<file path="src/rtl/wb_uart_peripheral_bridge.sv">
// wb_uart_peripheral_bridge
// 8-bit Wishbone slave front end for a 16550-style UART register file.
// All bus inputs are registered. A request seen in the registered stage
// produces a single-cycle write or read strobe toward the register file.
// A one-cycle ack follows, and the bridge then enforces a fixed dead
// time, so acks are never closer than 4 cycles apart.
module wb_uart_peripheral_bridge (
  input  logic        clk,
  input  logic        wb_rst_i,
  input  logic [2:0]  wb_adr_i,
  input  logic [7:0]  wb_dat_i,
  output logic [7:0]  wb_dat_o,
  input  logic        wb_we_i,
  input  logic        wb_stb_i,
  input  logic        wb_cyc_i,
  input  logic [3:0]  wb_sel_i,
  output logic        wb_ack_o,
  output logic [7:0]  wb_dat8_i,
  input  logic [7:0]  wb_dat8_o,
  input  logic [31:0] wb_dat32_o,
  output logic [2:0]  wb_adr_int,
  output logic        we_o,
  output logic        re_o
);

  typedef enum logic [1:0] {
    S0 = 2'd0,
    S1 = 2'd1,
    S2 = 2'd2,
    S3 = 2'd3
  } state_t;

  // Registered bus inputs
  logic        we_q,  we_d;
  logic        stb_q, stb_d;
  logic        cyc_q, cyc_d;
  logic [2:0]  adr_q, adr_d;
  logic [7:0]  dat_q, dat_d;
  logic [3:0]  sel_q, sel_d;
  logic [7:0]  dat_o_q, dat_o_d;

  // Transfer FSM state
  state_t      state_q, state_d;
  logic        ack_q, ack_d;
  logic        wre_q, wre_d;

  // Byte selects and the 32-bit debug bus have no effect in 8-bit mode
  logic        sel_unused_s;
  assign sel_unused_s = ^{sel_q, wb_dat32_o};

  // Next values of the input stage and the read-data register
  always_comb begin
    we_d    = wb_we_i;
    stb_d   = wb_stb_i;
    cyc_d   = wb_cyc_i;
    adr_d   = wb_adr_i;
    dat_d   = wb_dat_i;
    sel_d   = wb_sel_i;
    dat_o_d = wb_dat8_o;
  end

  // Input stage and read-data register, synchronous reset to zero
  always_ff @(posedge clk) begin
    if (wb_rst_i) begin
      we_q    <= 1'b0;
      stb_q   <= 1'b0;
      cyc_q   <= 1'b0;
      adr_q   <= 3'd0;
      dat_q   <= 8'd0;
      sel_q   <= 4'd0;
      dat_o_q <= 8'd0;
    end else begin
      we_q    <= we_d;
      stb_q   <= stb_d;
      cyc_q   <= cyc_d;
      adr_q   <= adr_d;
      dat_q   <= dat_d;
      sel_q   <= sel_d;
      dat_o_q <= dat_o_d;
    end
  end

  // FSM state register with ack and strobe-enable flag
  always_ff @(posedge clk) begin
    if (wb_rst_i) begin
      state_q <= S0;
      ack_q   <= 1'b0;
      wre_q   <= 1'b1;
    end else begin
      state_q <= state_d;
      ack_q   <= ack_d;
      wre_q   <= wre_d;
    end
  end

  // FSM next state: accept in S0, then walk S1..S3 as dead time.
  // wre re-arms on the S3->S0 return so a still-held request gets a fresh strobe.
  always_comb begin
    state_d = state_q;
    ack_d   = 1'b0;
    wre_d   = 1'b0;
    case (state_q)
      S0: begin
        if (stb_q && cyc_q) begin
          ack_d   = 1'b1;
          wre_d   = 1'b0;
          state_d = S1;
        end else begin
          ack_d   = 1'b0;
          wre_d   = 1'b1;
          state_d = S0;
        end
      end
      S1: begin
        state_d = S2;
      end
      S2: begin
        state_d = S3;
      end
      S3: begin
        state_d = S0;
        wre_d   = 1'b1;
      end
      default: begin
        state_d = S0;
        wre_d   = 1'b1;
      end
    endcase
  end

  // FSM outputs: single-cycle register strobes while armed
  always_comb begin
    we_o = we_q & stb_q & cyc_q & wre_q;
    re_o = ~we_q & stb_q & cyc_q & wre_q;
  end

  assign wb_ack_o   = ack_q;
  assign wb_dat_o   = dat_o_q;
  assign wb_adr_int = adr_q;
  assign wb_dat8_i  = dat_q;

endmodule

</file>
<file path="config.mk">
export PLATFORM = sky130hd
export DESIGN_NAME = wb_uart_peripheral_bridge
export DESIGN_NICKNAME = d
export VERILOG_FILES = /design/src/rtl/wb_uart_peripheral_bridge.sv
export SDC_FILE = /design/constraint.sdc
export NUM_CORES = 1
export LEC_CHECK = 0
export CORE_MARGIN = 2
export CORE_UTILIZATION = 50
export CTS_CLUSTER_SIZE = 25
export DETAILED_ROUTE_END_ITERATION = 6
export DONT_BUFFER_PORTS = 1
export PLACE_DENSITY_LB_ADDON = 0.12
export SKIP_LAST_GASP = 1
export SLEW_MARGIN = 20
export SYNTH_ARGS = -nofsm -noshare
export SYNTH_HDL_FRONTEND = slang
export SYNTH_SLANG_ARGS = --single-unit
</file>
<file path="constraint.sdc">
create_clock -name clk -period 1.3 [get_ports clk]
set_input_delay 0.325 -clock clk [delete_from_list [all_inputs] [get_ports clk]]
set_output_delay 0.325 -clock clk [all_outputs]
set_load 0.05 [all_outputs]
</file>
Yosys cells after proc, flatten, opt, wreduce, memory -nomap -nowiden
Index checks and enable logic that the tools add are counted.

cells by class
  equality and inequality tests = 3
  bitwise operators = 8
  reduce and logical (&&, ||, !) cells = 3
  muxes and demuxes = 5

operator list
  operator                                              number
  one-hot mux 2 bit (4 select lines)                    1
  AND 1 bit                                             6
  equality test 2 bit (second input constant)           2
  two-way mux 1 bit                                     3
  equality test 2 x 1 -> 1 bit (second input constant)  1
  logical NOT 2 bit                                     1
  NOT 1 bit                                             2
  one-hot mux 1 bit (2 select lines)                    1
  OR reduction 2 bit                                    1
  logical AND 1 bit                                     1

word-level totals
  input port bits = 60
  bits in registers = 26
  output and inout bits = 22
  word-level logic and storage cells = 28

Depth between registers and ports, before layout
  depth in word-level cells = 4
  gate-level depth with buffers = 4

Least setup slack after synthesis
Ideal clock, no wire load.

  kind = flip-flop to output port
  from = reg stb_q
  to = out re_o
  buffers on the path = 0
  data arrival time = 1.570 ns
  data required time = 0.975 ns
  slack = -0.595 ns
  stages on the path, launching flop included = 3
  cell sequence = dfxtp_1 -> nand2_1 -> nor3b_1

between the ends
  cells in the longest elaborated chain, start to end = 3

RTL lines
  item                      line  RTL
  start: declaration        35    logic stb_q, stb_d;
  start signal: assignment  74    stb_q <= stb_d;
  AND 1 bit (3 in series)   134   re_o = ~we_q & stb_q & cyc_q & wre_q;
  end: declaration          23    output logic re_o

Every way passes these cells.

Worst setup path after layout
Ends and elaborated chain as after synthesis.

==> flow_summary.toml <==
[run_status]
status = "finished with violations"
violations = "negative setup slack"

[worst_setup_path]
critPathKind = "register to output port"
crit_arrival_ns = 1.13
cp-end-kind = "output port"
worstPathRequired_ns = 0.98
worst_r2r_path_depth = 4
startpoint_type = "register"
cp_max_fo = 3

[timing]
tightest_slew_ns = 0.267
min_period_ns = 1.45
relSlewSlack = 0.823
rsz0062_at_grt = "true"
setup_viol = 2
max_clock_freq_mhz = 689
fin_worst_skew_ns = 0.00141
hold_viol = 0
post-route-period-util = 1.12
final.setup.tns_ns = -0.227
maxSlewViolCount = 0
setup_slack_ns = -0.151

[floorplan]
rows = 14
pin_count = 82
start_util = 0.534
dieArea_sq_mm = 0.00195
die_y_microns = 44.1
core_sq_mm = 0.00151
fp.dieW_microns = 44.1

[finish]
design_area_sq_um = 946
final_cell_count_no_fill = 88
drive_gt1_frac = 0.472
regArea_sq_um = 553
final_core_util = 0.628
fillers = 129
area_delta_synth_final_pct = 17.6
final_nets = 137
multi_input_area_sq_um = 278
antenna_cells = 0

[detailed_routing]
drt-wirelength-per-cell_microns = 13.1
drt_iter0_drc = 4
via_per_inst = 5.01
wl_microns = 1150
dr.pass1.iters = 3
drc = 0
routed-via-count = 441
ant_nets = 0

[global_routing]
overflow = 0
grt_util_met3 = 0.0367
gr-usage-met1 = 0.148
grt_max_degree = 27
grt-busiest-layer = "met2"
grt_pass1_wl_microns = 1840
antenna_found_initial = 0
groute.usage.overall = 0.129
gr-usage-met2 = 0.224
grt_pass1_vias = 465

[clocking]
cts-root-buf = "clkbuf_4"
postCtsHoldBufs = 0
clk_path_buf_depth = 2
clk_latency_ns = 0.30
htree_levels = 1
cts_tree = "done"
path_clk_slew_ns = 0.13
clock-sinks = 26
cts_buffers = 3

[yosys]
synth_nets = 131
postSynthAreaPerCell_sq_um = 12.0
syn_area_sq_um = 805
ys_ff_latch = 26
yosysSeqAreaShare = 0.647
yosysWarnings = 0
synth_cells = 67
ys_types = 15

[min_path]
hold_path.class = "primary input to register"
hold_path_depth = 1

[power_and_ir_drop]
p_leak_uw = 0.000387
max-vdd-ir-drop_uv = 768
finalPower_uw = 1410
powerDensity_mw_per_mm2 = 1490

[placement]
post-dp-hpwl_microns = 850
port_buffers = 0
routabilityCongestion = 0.612
placed_area_sq_um = 860
dp.cells = 83

[flow_run]
max_cap_viol_count = 0
==> layer usage <==
metal	vias to the layer above	wire [microns]	share of wire
met5	-	0	0
met4	0	0	0
met3	0	98	0.085
met2	28	586	0.51
met1	197	468	0.41
li1	216	-	-
==> cell type report <==
| cell class | instances | area share |
|---|---|---|
| clock buffer | 4 | 0.0384 |
| inverter | 3 | 0.0119 |
| multi-input combinational | 36 | 0.294 |
| sequential | 26 | 0.585 |
| tap | 16 | 0.0212 |
| timing repair buffer | 3 | 0.0503 |
==> state kept, by name, indices dropped and copies added (netlist names) <==
signal      cells
wb_ack_o        1
stb_q           1
cyc_q           1
wb_dat_o        8
we_q            1
state_q         2
wb_adr_int      3
wb_dat8_i       8
wre_q           1
==> worst max-delay path, stage by stage, from the launching register on <==
cell	delay (ns)
dfxtp_2	0.39
nand2_4	0.06
nor3b_4	0.21
buf_12	0.16
==> Yosys cell counts <==
cell	number	share of area
nor3b_1	2	0.019
nor2b_1	19	0.15
and4_1	1	0.011
a21oi_1	1	0.0062
a221o_1	1	0.012
ha_1	4	0.062
buf_2	1	0.0062
buf_6	1	0.014
and2b_1	4	0.037
inv_1	3	0.014
nand3_1	1	0.0062
nand2b_1	1	0.0078
dfxtp_1	26	0.65
nand2_1	1	0.0047
nor2_1	1	0.0047
==> stage by stage <==
step                      hold slack (ns)  setup WS [ns]
after floorplan                     0.397         0.0362
after global placement              0.396          0.108
after detailed placement            0.396         0.0846
after CTS                          0.0465         -0.164
after global routing               0.0343         -0.199
final                              0.0629         -0.151
==> worst paths after layout <==
kind              slack [ns]                 endpoint             startpoint
setup / recovery       -0.15                     re_o       stb_q$_SDFF_PP0_
hold / removal          0.06  wb_dat8_i[1]$_SDFF_PP0_               wb_rst_i
setup reg to reg        0.09         wre_q$_SDFF_PP1_  state_q[1]$_SDFF_PP0_
hold reg to reg         0.53    state_q[0]$_SDFF_PP0_       cyc_q$_SDFF_PP0_
==> repair_timing <==
| item | in CTS | in global routing |
|---|---|---|
| gates resized for setup | 5 | 23 |
| buffers inserted | 1 | 0 |
| endpoints found under the setup margin | 3 | 22 |
| endpoints found under the hold margin | 0 | 0 |
| pin swaps | 2 | 1 |
==> power breakdown <==
| part | leakage [uW] | internal, uW | switching, uW |
|---|---|---|---|
| clock | 0.0000210 | 171 | 211 |
| combinational | 0.000143 | 33.0 | 17.6 |
| sequential | 0.000223 | 844 | 132 |
| total | 0.000387 | 1050 | 361 |
==> layout by cell type (no fill, tap or decap) <==
cell type   n
nand2b_1    1
ha_1        4
nor2b_1    19
clkbuf_4    3
a21oi_1     1
dfxtp_4     1
inv_1       3
nor3b_4     1
nand2_4     1
clkbuf_8    1
nor2_1      1
buf_4       1
dfxtp_2    23
and4_4      1
dfxtp_1     2
nand3_1     1
and2b_1     4
nor3b_1     1
a221o_1     1
buf_12      2
==> cells by family (layout without fill, tap and decap cells) <==
group / Yosys count / count (layout) / share of synthesized area
and+or+nand+nor: 30 / 30 / 0.238
buffers and inverters: 5 / 10 / 0.0342
adders and majority gates: 4 / 4 / 0.0622
AOI/OAI and AO/OA: 2 / 2 / 0.0187
DFF: 26 / 26 / 0.647
(Power assumes the default switching activity.)
